$ cat config.mk
export PLATFORM = sky130hd
export DESIGN_NAME = param_sync_fifo_flat
export DESIGN_NICKNAME = d
export VERILOG_FILES = /design/src/rtl/param_sync_fifo_if.sv /design/src/rtl/param_sync_fifo.sv /design/src/flat_wrapper.sv
export SDC_FILE = /design/constraint.sdc
export NUM_CORES = 1
export LEC_CHECK = 0
export ABC_CLOCK_PERIOD_IN_PS = 4600
export CAP_MARGIN = 10
export CELL_PAD_IN_SITES_DETAIL_PLACEMENT = 0
export CELL_PAD_IN_SITES_GLOBAL_PLACEMENT = 1
export CORE_MARGIN = 4
export CORE_UTILIZATION = 37
export DETAILED_ROUTE_END_ITERATION = 10
export PLACE_DENSITY = 0.64
export REMOVE_ABC_BUFFERS = 1
export SKIP_CTS_REPAIR_TIMING = 1
export SYNTH_ARGS = -nofsm -noshare
export SYNTH_HDL_FRONTEND = slang
export SYNTH_SLANG_ARGS = --single-unit
$ cat constraint.sdc
create_clock -name clk -period 4.6 [get_ports clk]
set_clock_uncertainty 0.2 [all_clocks]
set_input_delay 0.92 -clock clk [delete_from_list [all_inputs] [get_ports clk]]
set_output_delay 0.92 -clock clk [all_outputs]
set_load 0.03 [all_outputs]
$ cat src/rtl/param_sync_fifo_if.sv
// Handshake and status bundle for param_sync_fifo.
// The master drives requests and write data. The slave (the FIFO) drives read data and flags.
interface param_sync_fifo_if #(
  parameter int DATA_WIDTH = 32,
  parameter int DEPTH      = 16
);
  localparam int CW = $clog2(DEPTH + 1);

  logic                  FIFO_FLUSH;
  logic                  FIFO_CLR_ERR;
  logic                  FIFO_WR_EN;
  logic [DATA_WIDTH-1:0] FIFO_DATA_IN;
  logic                  FIFO_RD_EN;
  logic [DATA_WIDTH-1:0] FIFO_DATA_OUT;
  logic                  FIFO_DATA_VALID;
  logic                  FIFO_FULL;
  logic                  FIFO_EMPTY;
  logic                  FIFO_ALMOST_FULL;
  logic                  FIFO_ALMOST_EMPTY;
  logic [CW-1:0]         FIFO_COUNT;
  logic                  FIFO_OVERFLOW;
  logic                  FIFO_UNDERFLOW;

  modport master (
    output FIFO_FLUSH, FIFO_CLR_ERR, FIFO_WR_EN, FIFO_DATA_IN, FIFO_RD_EN,
    input  FIFO_DATA_OUT, FIFO_DATA_VALID, FIFO_FULL, FIFO_EMPTY,
           FIFO_ALMOST_FULL, FIFO_ALMOST_EMPTY, FIFO_COUNT,
           FIFO_OVERFLOW, FIFO_UNDERFLOW
  );

  modport slave (
    input  FIFO_FLUSH, FIFO_CLR_ERR, FIFO_WR_EN, FIFO_DATA_IN, FIFO_RD_EN,
    output FIFO_DATA_OUT, FIFO_DATA_VALID, FIFO_FULL, FIFO_EMPTY,
           FIFO_ALMOST_FULL, FIFO_ALMOST_EMPTY, FIFO_COUNT,
           FIFO_OVERFLOW, FIFO_UNDERFLOW
  );
endinterface

$ cat src/rtl/param_sync_fifo.sv
// Single-clock FIFO with a registered read port (1-cycle read latency) and an explicit occupancy counter.
// A write is refused when the FIFO is full, unless a read is accepted in the same cycle. Refused requests set sticky error flags.
module param_sync_fifo #(
  parameter int DATA_WIDTH = 32,
  parameter int DEPTH      = 16,
  parameter int AF_LEVEL   = DEPTH - 2,
  parameter int AE_LEVEL   = 2
) (
  input logic              clk,
  input logic              reset,
  param_sync_fifo_if.slave fifo
);
  localparam int AW = $clog2(DEPTH);
  localparam int CW = $clog2(DEPTH + 1);
  localparam logic [CW-1:0] FULL_CNT = CW'(DEPTH);
  localparam logic [CW-1:0] AF_CNT   = CW'(AF_LEVEL);
  localparam logic [CW-1:0] AE_CNT   = CW'(AE_LEVEL);

  logic [DATA_WIDTH-1:0] mem_q [DEPTH];

  logic [AW-1:0]         wr_ptr_q, wr_ptr_d;
  logic [AW-1:0]         rd_ptr_q, rd_ptr_d;
  logic [CW-1:0]         count_q, count_d;
  logic [DATA_WIDTH-1:0] dout_q, dout_d;
  logic                  vld_q, vld_d;
  logic                  ovf_q, ovf_d;
  logic                  udf_q, udf_d;

  logic rd_ok, wr_ok, rd_acc, wr_acc;

  // The full check is against the registered count. A read in the same cycle frees a slot.
  assign rd_ok  = fifo.FIFO_RD_EN && (count_q != '0);
  assign wr_ok  = fifo.FIFO_WR_EN && ((count_q != FULL_CNT) || rd_ok);
  assign rd_acc = rd_ok && !fifo.FIFO_FLUSH;
  assign wr_acc = wr_ok && !fifo.FIFO_FLUSH;

  always_comb begin
    wr_ptr_d = wr_ptr_q;
    rd_ptr_d = rd_ptr_q;
    count_d  = count_q;
    dout_d   = dout_q;
    vld_d    = 1'b0;
    ovf_d    = ovf_q && !fifo.FIFO_CLR_ERR;
    udf_d    = udf_q && !fifo.FIFO_CLR_ERR;

    if (fifo.FIFO_FLUSH) begin
      wr_ptr_d = '0;
      rd_ptr_d = '0;
      count_d  = '0;
    end else begin
      if (wr_acc) begin
        wr_ptr_d = wr_ptr_q + AW'(1);
      end
      if (rd_acc) begin
        rd_ptr_d = rd_ptr_q + AW'(1);
        dout_d   = mem_q[rd_ptr_q];
        vld_d    = 1'b1;
      end
      case ({wr_acc, rd_acc})
        2'b10:   count_d = count_q + CW'(1);
        2'b01:   count_d = count_q - CW'(1);
        default: count_d = count_q;
      endcase
      // A new error in the same cycle as a clear sets the flag again.
      if (fifo.FIFO_WR_EN && !wr_ok) begin
        ovf_d = 1'b1;
      end
      if (fifo.FIFO_RD_EN && !rd_ok) begin
        udf_d = 1'b1;
      end
    end
  end

  always_ff @(posedge clk) begin
    if (reset) begin
      wr_ptr_q <= '0;
      rd_ptr_q <= '0;
      count_q  <= '0;
      dout_q   <= '0;
      vld_q    <= 1'b0;
      ovf_q    <= 1'b0;
      udf_q    <= 1'b0;
    end else begin
      wr_ptr_q <= wr_ptr_d;
      rd_ptr_q <= rd_ptr_d;
      count_q  <= count_d;
      dout_q   <= dout_d;
      vld_q    <= vld_d;
      ovf_q    <= ovf_d;
      udf_q    <= udf_d;
    end
  end

  // Storage has no reset. The count gates every read, so stale words are never visible.
  always_ff @(posedge clk) begin
    if (wr_acc && !reset) begin
      mem_q[wr_ptr_q] <= fifo.FIFO_DATA_IN;
    end
  end

  assign fifo.FIFO_DATA_OUT     = dout_q;
  assign fifo.FIFO_DATA_VALID   = vld_q;
  assign fifo.FIFO_COUNT        = count_q;
  assign fifo.FIFO_FULL         = (count_q == FULL_CNT);
  assign fifo.FIFO_EMPTY        = (count_q == '0);
  assign fifo.FIFO_ALMOST_FULL  = (count_q >= AF_CNT);
  assign fifo.FIFO_ALMOST_EMPTY = (count_q <= AE_CNT);
  assign fifo.FIFO_OVERFLOW     = ovf_q;
  assign fifo.FIFO_UNDERFLOW    = udf_q;
endmodule

$ cat src/flat_wrapper.sv
// flat-port wrapper written by rule: the top's interface ports become plain ports
module param_sync_fifo_flat 
#(
  parameter int DATA_WIDTH = 32,
  parameter int DEPTH      = 16,
  parameter int AF_LEVEL   = DEPTH - 2,
  parameter int AE_LEVEL   = 2
)
  (clk, reset, fifo_FIFO_FLUSH, fifo_FIFO_CLR_ERR, fifo_FIFO_WR_EN, fifo_FIFO_DATA_IN, fifo_FIFO_RD_EN, fifo_FIFO_DATA_OUT, fifo_FIFO_DATA_VALID, fifo_FIFO_FULL, fifo_FIFO_EMPTY, fifo_FIFO_ALMOST_FULL, fifo_FIFO_ALMOST_EMPTY, fifo_FIFO_COUNT, fifo_FIFO_OVERFLOW, fifo_FIFO_UNDERFLOW);
  param_sync_fifo_if #(.DATA_WIDTH(DATA_WIDTH), .DEPTH(DEPTH)) fifo_i ();
  input logic clk;
  input logic reset;
  input wire logic [$bits(fifo_i.FIFO_FLUSH)-1:0] fifo_FIFO_FLUSH;
  input wire logic [$bits(fifo_i.FIFO_CLR_ERR)-1:0] fifo_FIFO_CLR_ERR;
  input wire logic [$bits(fifo_i.FIFO_WR_EN)-1:0] fifo_FIFO_WR_EN;
  input wire logic [$bits(fifo_i.FIFO_DATA_IN)-1:0] fifo_FIFO_DATA_IN;
  input wire logic [$bits(fifo_i.FIFO_RD_EN)-1:0] fifo_FIFO_RD_EN;
  output wire logic [$bits(fifo_i.FIFO_DATA_OUT)-1:0] fifo_FIFO_DATA_OUT;
  output wire logic [$bits(fifo_i.FIFO_DATA_VALID)-1:0] fifo_FIFO_DATA_VALID;
  output wire logic [$bits(fifo_i.FIFO_FULL)-1:0] fifo_FIFO_FULL;
  output wire logic [$bits(fifo_i.FIFO_EMPTY)-1:0] fifo_FIFO_EMPTY;
  output wire logic [$bits(fifo_i.FIFO_ALMOST_FULL)-1:0] fifo_FIFO_ALMOST_FULL;
  output wire logic [$bits(fifo_i.FIFO_ALMOST_EMPTY)-1:0] fifo_FIFO_ALMOST_EMPTY;
  output wire logic [$bits(fifo_i.FIFO_COUNT)-1:0] fifo_FIFO_COUNT;
  output wire logic [$bits(fifo_i.FIFO_OVERFLOW)-1:0] fifo_FIFO_OVERFLOW;
  output wire logic [$bits(fifo_i.FIFO_UNDERFLOW)-1:0] fifo_FIFO_UNDERFLOW;
  assign fifo_i.FIFO_FLUSH = fifo_FIFO_FLUSH;
  assign fifo_i.FIFO_CLR_ERR = fifo_FIFO_CLR_ERR;
  assign fifo_i.FIFO_WR_EN = fifo_FIFO_WR_EN;
  assign fifo_i.FIFO_DATA_IN = fifo_FIFO_DATA_IN;
  assign fifo_i.FIFO_RD_EN = fifo_FIFO_RD_EN;
  assign fifo_FIFO_DATA_OUT = fifo_i.FIFO_DATA_OUT;
  assign fifo_FIFO_DATA_VALID = fifo_i.FIFO_DATA_VALID;
  assign fifo_FIFO_FULL = fifo_i.FIFO_FULL;
  assign fifo_FIFO_EMPTY = fifo_i.FIFO_EMPTY;
  assign fifo_FIFO_ALMOST_FULL = fifo_i.FIFO_ALMOST_FULL;
  assign fifo_FIFO_ALMOST_EMPTY = fifo_i.FIFO_ALMOST_EMPTY;
  assign fifo_FIFO_COUNT = fifo_i.FIFO_COUNT;
  assign fifo_FIFO_OVERFLOW = fifo_i.FIFO_OVERFLOW;
  assign fifo_FIFO_UNDERFLOW = fifo_i.FIFO_UNDERFLOW;
  param_sync_fifo #(.DATA_WIDTH(DATA_WIDTH), .DEPTH(DEPTH), .AF_LEVEL(AF_LEVEL), .AE_LEVEL(AE_LEVEL)) u_core (.clk(clk), .reset(reset), .fifo(fifo_i));
endmodule
==> impl_metrics.py, run 1 <==
metrics = {
    "placed_design": {
        "dpl_cell_area_um2": 23500,
        "post-dp-hpwl_um": 25700,
        "gp_congestion": 0.701,
        "place_inst": 1816,
        "port_buffers": 81,
    },
    "synthesis": {
        "yosysSeqAreaShare": 0.762,
        "synth_seq_cells": 560,
        "syn_area_um2": 21400,
        "async_flop_share": 0,
        "ys.warnings.count": 0,
        "ys.flop_type": "edfxtp_1",
        "synth_enable_flop_cells": 512,
        "avgSynthCellArea_um2": 21.4,
        "netlist_instances": 1002,
        "synth_cell_types": 45,
    },
    "clock_tree": {
        "clock_path_buffers": 3,
        "numCtsBuffers": 57,
        "clkTransAtPathRegs_ns": 0.06,
        "cts_tree": "yes",
        "htreeDepth": 2,
        "clk_root_buffer_cell": "clkbuf_16",
        "clk_latency_ns": 0.60,
        "clkSinkCount": 560,
    },
    "detailed_routing": {
        "via_per_inst": 5.28,
        "drt_pre_antenna_iters": 5,
        "final_antenna_net_count": 0,
        "drc": 0,
        "vias": 10200,
        "wl_um": 47900,
        "post_drt_wl_per_cell_um": 24.9,
        "drt_iter0_markers": 858,
    },
    "global_routing": {
        "grt_pass1_wl_um": 71900,
        "grt_pass1_vias": 10700,
        "grt_overflow": 0,
        "grtUsageTotal": 0.155,
        "grt_max_degree": 58,
        "antenna_found_initial": 2,
    },
    "timing": {
        "clock.fmax_mhz": 292,
        "tightest_slew_ns": 1.03,
        "min_period_ns": 3.42,
        "holdWs_ns": 0.274,
        "slew_headroom": 0.314,
        "hold_viol": 0,
        "period_share": 0.743,
        "slew_viol_final": 0,
        "setup_viol": 0,
        "rsz0062_at_grt": "no",
    },
    "finish": {
        "ff_latch_area_um2": 16300,
        "fin_cells": 1925,
        "multi_input_area_um2": 4920,
        "finalInstanceArea_um2": 25400,
        "nFillCells": 4871,
        "drive_gt1_frac": 0.248,
        "fin_nets": 1167,
        "final_common_cell": "edfxtp_1",
        "area_delta_synth_final_pct": 18.5,
        "layout_common_cells": "edfxtp_1 (512), mux4_2 (122), clkdlybuf4s50_1 (80)",
    },
    "power_and_ir_drop": {
        "pwr-share-seq": 0.530,
        "vdd_drop_max_mv": 0.307,
        "leakage_nw": 7.62,
        "power_density_nw_per_um2": 414,
        "switchingPower_mw": 2.01,
        "p_total_mw": 10.5,
        "pwr-share-clk": 0.451,
        "internal-power_mw": 8.50,
        "combPwrFrac": 0.019,
        "sw_frac_of_total": 0.191,
    },
    "floorplan": {
        "core_area_um2": 56800,
        "die_h_um": 249,
        "rows": 87,
        "dieWidth_um": 249,
        "ios": 82,
        "dieArea_um2": 61900,
        "initial_utilization": 0.377,
    },
    "min_path": {
        "min_path_type": "flop to flop",
    },
    "worst_setup_path": {
        "arrival_ns": 2.30,
        "crit_required_ns": 3.48,
        "end_kind": "primary output",
        "crit_path_start_kind": "flop",
        "crit_type": "flop to primary output",
        "cp_max_fo": 6,
    },
    "status": {
        "outcome": "finished clean",
    },
    "job": {
        "drv_cap": 0,
    },
}
per-stage QoR:
step | setup slack, ns | utilization | setup TNS [ns]
after floorplan | -1.26 | - | -39.73
after global placement | 0.662 | 0.413 | 0
after detailed placement | 0.698 | 0.413 | 0
after CTS | 1.13 | 0.447 | 0
after global routing | 1.03 | 0.447 | 0
final | 1.18 | 0.447 | 0
critical path, cell delays in order (launching register included):
cell             delay (ns)
dfxtp_1                0.38
nor4_2                 0.44
and2_4                 0.21
clkdlybuf4s50_1        0.68
cells in the mapped netlist (9+ instances only):
library cell  instances  area share
nor2_1               40      0.0070
nand3b_1             28      0.0098
clkbuf_1             19      0.0033
dfxtp_1              48       0.045
buf_2                20      0.0047
ha_1                  9      0.0053
mux2i_1              64       0.030
inv_1                11      0.0019
mux4_2              122        0.13
buf_1                 9      0.0016
edfxtp_1            512        0.72
nand2_1              11      0.0019
o221ai_2             20       0.014
path summary, 6_finish.rpt:
path | slack [ns] | start | endpoint | cells past startpoint
worst max-delay path | 1.18 | u_core.fifo.FIFO_COUNT[0]$_SDFFE_PP0P_ | fifo_FIFO_EMPTY | 3
worst min-delay path | 0.27 | u_core.fifo.FIFO_UNDERFLOW$_SDFF_PP0_ | u_core.fifo.FIFO_UNDERFLOW$_SDFF_PP0_ | 2
worst max register to register | 1.34 | u_core.fifo.FIFO_COUNT[0]$_SDFFE_PP0P_ | u_core.fifo.FIFO_COUNT[4]$_SDFFE_PP0P_ | 11
worst min register to register | 0.27 | u_core.fifo.FIFO_UNDERFLOW$_SDFF_PP0_ | u_core.fifo.FIFO_UNDERFLOW$_SDFF_PP0_ | 2
registers in the layout, indices dropped and copies added, names as in the netlist:
name / cells
u_core.fifo.FIFO_DATA_OUT: 32
u_core.fifo.FIFO_DATA_VALID: 1
u_core.fifo.FIFO_UNDERFLOW: 1
u_core.mem_q: 512
u_core.wr_ptr_q: 4
u_core.fifo.FIFO_COUNT: 5
u_core.rd_ptr_q: 4
u_core.fifo.FIFO_OVERFLOW: 1
kinds of logic after synthesis:
logic type / count (synthesis) / share of synthesized area
AO/OA/AOI/OAI: 62 / 0.0282
XOR/XNOR: 8 / 0.00327
AND/OR/NAND/NOR: 110 / 0.0282
buffers and inverters: 66 / 0.0141
multiplexers: 186 / 0.158
adder cells (fa/ha/maj): 10 / 0.00619
flip-flops: 560 / 0.762
per-layer routing:
layer	global-route usage	vias to the layer above	part of all wire
met3	0.0250	56	0.052
met5	0	-	0.00027
met1	0.222	5420	0.45
li1	-	4415	-
met2	0.253	270	0.48
met4	0.0340	2	0.016
final cells by class:
cell class,instances,share of cell area
repair buffers,112,0.0478
clock buffers,81,0.0629
flip-flops and latches,560,0.643
well taps,756,0.0372
inverters,12,0.00177
multi-input cells,376,0.194
diodes,1,0.0000985
clock inverters,27,0.0133
power groups by stage:
stage          logic (mW)  clock network [mW]  registers (mW)
2_1_floorplan      0.0579                   0            5.69
3_3_place_gp        0.196                   0            5.68
3_5_place_dp        0.200                   0            5.68
4_1_cts             0.201                4.85            5.57
5_1_grt             0.216                5.08            5.57
6_report            0.198                4.74            5.57
Power figures use the tool's default switching activity.
==> inputs of run 2 (changes only) <==
Settings changed: ABC_CLOCK_PERIOD_IN_PS 4600 to 3400.
Clock period 4.6 ns to 3.4 ns, I/O delays scaled along.
==> impl_metrics.py, run 2 (synthesized netlist as in run 1, its figures left out) <==
metrics = {
    "floorplan": {
        "rows": 87,
        "dieArea_um2": 61900,
        "core_area_um2": 56800,
        "ios": 82,
        "initial_utilization": 0.377,
        "die_h_um": 249,
        "dieWidth_um": 249,
    },
    "timing": {
        "rsz0062_at_grt": "no",
        "setup_slack_ns": 0.218,
        "slew_headroom": 0.539,
        "tightest_slew_ns": 0.691,
        "period_share": 0.936,
        "slew_viol_final": 0,
        "min_period_ns": 3.18,
        "clock.fmax_mhz": 314,
        "setup_viol": 0,
        "hold_viol": 0,
        "holdWs_ns": 0.273,
    },
    "worst_setup_path": {
        "crit_type": "flop to primary output",
        "crit_path_start_kind": "flop",
        "end_kind": "primary output",
        "worstReg2RegEnd": "u_core.fifo.FIFO_COUNT[4]$_SDFFE_PP0P_",
        "cp_max_fo": 6,
        "r2r-start": "u_core.fifo.FIFO_COUNT[1]$_SDFFE_PP0P_",
        "r2r_cells": 12,
        "arrival_ns": 2.30,
        "rrSetupSlack_ns": 0.42,
        "crit_required_ns": 2.52,
    },
    "min_path": {
        "min_path_type": "flop to flop",
        "hold_depth": 2,
        "hold_path_startpoint": "u_core.fifo.FIFO_UNDERFLOW$_SDFF_PP0_",
        "min_to": "u_core.fifo.FIFO_UNDERFLOW$_SDFF_PP0_",
    },
    "finish": {
        "num_antenna_cells": 0,
        "multi_input_area_um2": 4920,
        "final_common_cell": "edfxtp_1",
        "ff_latch_area_um2": 16300,
        "layout_common_cells": "edfxtp_1 (512), mux4_2 (122), clkdlybuf4s50_1 (80)",
        "area_delta_synth_final_pct": 20.4,
        "largest_register": "u_core.mem_q",
        "nFillCells": 4795,
        "finalInstanceArea_um2": 25800,
        "fin_nets": 1188,
        "drive_gt1_frac": 0.267,
        "largest_register_ffs": 512,
        "fin_cells": 1944,
    },
    "power_and_ir_drop": {
        "power_density_nw_per_um2": 562,
        "vdd_drop_max_mv": 0.412,
        "p_total_mw": 14.5,
        "leakage_nw": 7.81,
    },
    "clock_tree": {
        "clock_path_buffers": 3,
        "cts_tree": "yes",
        "clk_latency_ns": 0.60,
        "clkTransAtPathRegs_ns": 0.06,
        "clk_root_buffer_cell": "clkbuf_16",
        "clkSinkCount": 560,
        "numCtsBuffers": 57,
        "htreeDepth": 2,
    },
    "global_routing": {
        "grt_pass1_vias": 10700,
        "grt_max_degree": 67,
        "grtUsageTotal": 0.150,
        "antenna_found_initial": 1,
        "grt_overflow": 0,
        "grt_pass1_wl_um": 70300,
    },
    "detailed_routing": {
        "route.met2.wl_um": 23600,
        "wl_met3_um": 2000,
        "drt_iter0_markers": 834,
        "final_antenna_net_count": 0,
        "wl_um": 46600,
        "post_drt_wl_per_cell_um": 24.0,
        "drt_pre_antenna_iters": 5,
        "drc": 0,
        "vias": 10100,
        "top_layer_used": "met4",
        "wl_met1_um": 20400,
        "via_per_inst": 5.19,
    },
    "job": {
        "drv_cap": 0,
    },
    "placed_design": {
        "place_inst": 1837,
        "gp_congestion": 0.727,
        "port_buffers": 81,
        "place_ws_ns": -0.0514,
        "dpl_cell_area_um2": 23800,
        "post-dp-hpwl_um": 26500,
    },
    "status": {
        "outcome": "finished clean",
    },
}
## run 2: power by group
part	switching, mW	leakage, nW	internal (mW)
clock network	2.59	0.995	4.10
registers	0.0117	5.00	7.53
logic	0.175	1.82	0.105
total	2.78	7.81	11.7
## run 2: worst max-delay path by stage
stage / slack, ns / end / cells past startpoint / startpoint
after detailed placement: -0.05 / u_core.fifo.FIFO_COUNT[4]$_SDFFE_PP0P_ / 12 / fifo_FIFO_FLUSH
after global routing: 0.12 / fifo_FIFO_EMPTY / 3 / u_core.fifo.FIFO_COUNT[0]$_SDFFE_PP0P_
after floorplan: -2.46 / u_core.fifo.FIFO_DATA_OUT[22]$_SDFFE_PP0P_ / 5 / u_core.rd_ptr_q[0]$_SDFFE_PP0P_
after global placement: -0.02 / u_core.fifo.FIFO_COUNT[4]$_SDFFE_PP0P_ / 12 / fifo_FIFO_FLUSH
final: 0.22 / fifo_FIFO_EMPTY / 3 / u_core.fifo.FIFO_COUNT[0]$_SDFFE_PP0P_
after CTS: 0.15 / fifo_FIFO_EMPTY / 3 / u_core.fifo.FIFO_COUNT[0]$_SDFFE_PP0P_
## run 2: critical path, stage by stage (launching register included)
cell and delay [ns]:
dfxtp_1 0.37, nor4_2 0.46, and2_4 0.22, clkdlybuf4s50_1 0.66
## run 2: routing by layer
layer | vias to the layer above | global-route usage
met5 | - | 0
met4 | 0 | 0.0361
met1 | 5377 | 0.206
met3 | 47 | 0.0219
met2 | 229 | 0.255
li1 | 4444 | -
## run 2: final cells by class
type	count	share of cell area
Clock buffer	72	0.0607
Clock inverter	35	0.0182
Inverter	12	0.00175
Multi-Input combinational cell	376	0.191
Sequential cell	560	0.633
Tap cell	756	0.0367
Timing Repair Buffer	133	0.0585
## run 2: through the flow
stage                     utilization  TNS, ns
after floorplan                     -  -128.14
after global placement          0.418  -0.0171
after detailed placement        0.418  -0.0514
after CTS                       0.454        0
after global routing            0.454        0
final                           0.454        0
==> inputs of run 3 (changes only) <==
Settings changed: HOLD_SLACK_MARGIN from default to 0.1, PLACE_DENSITY 0.64 to default, PLACE_DENSITY_LB_ADDON from default to 0.1.
==> impl_metrics.py, run 3 (synthesized netlist as in run 1, its figures left out) <==
metrics = {
    "status": {
        "outcome": "finished clean",
    },
    "timing": {
        "rsz0062_at_grt": "no",
        "hold_viol": 0,
        "period_share": 0.940,
        "setup_viol": 0,
        "min_period_ns": 3.20,
        "tightest_slew_ns": 0.713,
        "slew_headroom": 0.525,
        "slew_viol_final": 0,
        "clock.fmax_mhz": 313,
    },
    "floorplan": {
        "rows": 87,
        "ios": 82,
        "dieWidth_um": 249,
        "initial_utilization": 0.377,
        "die_h_um": 249,
        "dieArea_um2": 61900,
        "core_area_um2": 56800,
    },
    "global_routing": {
        "antenna_found_initial": 2,
        "grt_pass1_vias": 10800,
        "grt_pass1_wl_um": 74100,
        "grtUsageTotal": 0.162,
        "grt_max_degree": 59,
        "grt_overflow": 0,
    },
    "finish": {
        "fin_cells": 1947,
        "largest_register_ffs": 512,
        "nFillCells": 4888,
        "layout_common_cells": "edfxtp_1 (512), mux4_2 (122), clkdlybuf4s50_1 (80)",
        "fin_nets": 1191,
        "largest_register": "u_core.mem_q",
        "final_common_cell": "edfxtp_1",
        "area_delta_synth_final_pct": 19.2,
        "drive_gt1_frac": 0.261,
    },
    "detailed_routing": {
        "final_antenna_net_count": 0,
        "vias": 10100,
        "drc": 0,
        "via_per_inst": 5.18,
        "drt_pre_antenna_iters": 4,
        "drt_iter0_markers": 654,
        "wl_um": 50400,
        "post_drt_wl_per_cell_um": 25.9,
    },
    "worst_setup_path": {
        "rrSetupSlack_ns": 0.43,
        "crit_required_ns": 2.52,
        "critPathLaunch": "u_core.fifo.FIFO_COUNT[0]$_SDFFE_PP0P_",
        "r2r_cells": 12,
        "endpoint": "fifo_FIFO_EMPTY",
        "r2r-start": "u_core.fifo.FIFO_COUNT[1]$_SDFFE_PP0P_",
        "cp_cell_sequence": "nor4_2 -> and2_4 -> clkdlybuf4s50_1",
        "cp_max_fo": 6,
        "slowest_delay_ns": 0.67,
        "end_kind": "primary output",
        "crit_family": "buffers and inverters",
        "worstReg2RegEnd": "u_core.fifo.FIFO_COUNT[4]$_SDFFE_PP0P_",
        "crit_path_start_kind": "flop",
        "crit_type": "flop to primary output",
        "worst-path-buf-inv": 1,
        "critPathSlowestCell": "clkdlybuf4s50_1",
        "worstSetupPathDepth": 3,
        "arrival_ns": 2.32,
    },
    "clock_tree": {
        "clkTransAtPathRegs_ns": 0.06,
        "clk_root_buffer_cell": "clkbuf_16",
        "htreeDepth": 2,
        "cts_tree": "yes",
        "clkSinkCount": 560,
        "clk_latency_ns": 0.61,
        "clock_path_buffers": 3,
        "numCtsBuffers": 58,
    },
    "power_and_ir_drop": {
        "vdd_drop_max_mv": 0.354,
        "leakage_nw": 7.71,
        "p_total_mw": 13.8,
        "power_density_nw_per_um2": 540,
    },
    "placed_design": {
        "gp_congestion": 0.708,
        "port_buffers": 81,
        "place_inst": 1839,
        "post-dp-hpwl_um": 27500,
    },
    "min_path": {
        "min_path_type": "flop to flop",
    },
    "job": {
        "drv_cap": 0,
    },
}
run 3: cell types whose count changed in the layout (fill, tap and decap cells not counted), sizes merged:
| cell | before | now |
|---|---|---|
| buf | 53 | 55 |
| bufinv | 11 | 2 |
| clkbuf | 72 | 78 |
| clkinv | 19 | 25 |
| clkinvlp | 3 | 1 |
| diode | 0 | 1 |
| inv | 14 | 13 |
run 3: cell type report:
| type | instances | area (um2) | share of cell area |
|---|---|---|---|
| clock inverter | 29 | 190 | 0.00744 |
| tap | 756 | 946 | 0.0370 |
| clock buffer | 78 | 1600 | 0.0625 |
| timing repair buffer | 135 | 1500 | 0.0587 |
| inverter | 12 | 45.0 | 0.00176 |
| multi-input combinational | 376 | 4920 | 0.193 |
| antenna | 1 | 2.50 | 0.0000979 |
| sequential | 560 | 16300 | 0.640 |
run 3: metrics by stage:
| stage | TNS [ns] | utilization | instance area [um2] | hold slack [ns] | setup slack (ns) |
|---|---|---|---|---|---|
| final | 0 | 0.450 | 25500 | 0.275 | 0.205 |
| after global routing | 0 | 0.450 | 25500 | 0.303 | 0.102 |
| after CTS | 0 | 0.450 | 25500 | 0.278 | 0.141 |
| after detailed placement | -0.0200 | 0.418 | 23800 | 0.268 | -0.0200 |
| after global placement | -0.0474 | 0.418 | 23800 | 0.264 | -0.0474 |
| after floorplan | -128.14 | - | 21200 | 0.330 | -2.46 |
run 3: worst min path at each step:
stage / from / to / depth (start not counted)
final: u_core.fifo.FIFO_UNDERFLOW$_SDFF_PP0_ / u_core.fifo.FIFO_UNDERFLOW$_SDFF_PP0_ / 2
after global routing: u_core.fifo.FIFO_UNDERFLOW$_SDFF_PP0_ / u_core.fifo.FIFO_UNDERFLOW$_SDFF_PP0_ / 2
after CTS: u_core.fifo.FIFO_UNDERFLOW$_SDFF_PP0_ / u_core.fifo.FIFO_UNDERFLOW$_SDFF_PP0_ / 2
after detailed placement: u_core.fifo.FIFO_UNDERFLOW$_SDFF_PP0_ / u_core.fifo.FIFO_UNDERFLOW$_SDFF_PP0_ / 2
after global placement: u_core.fifo.FIFO_UNDERFLOW$_SDFF_PP0_ / u_core.fifo.FIFO_UNDERFLOW$_SDFF_PP0_ / 2
after floorplan: u_core.wr_ptr_q[3]$_SDFFE_PP0P_ / u_core.wr_ptr_q[3]$_SDFFE_PP0P_ / 2
run 3: routing by layer:
metal  GRT usage  vias to the layer above  wire length (um)  part of all wire
met5           0                        -                25           0.00050
met4      0.0415                        4               948             0.019
met3      0.0259                       77              1740             0.034
met2       0.265                      169             24400              0.48
met1       0.228                     5386             23300              0.46
li1            -                     4448                 -                 -
run 3: where the power goes:
group          internal (mW)  switching [mW]  leakage (nW)
Combinational          0.103           0.175          1.83
Sequential              7.53          0.0118          5.00
Clock                   3.43            2.56         0.889
run 3: worst min-delay path, cell delays in order (launching register included):
cell and delay [ns]:
dfxtp_1 0.31, nand2b_1 0.06, a21oi_1 0.06
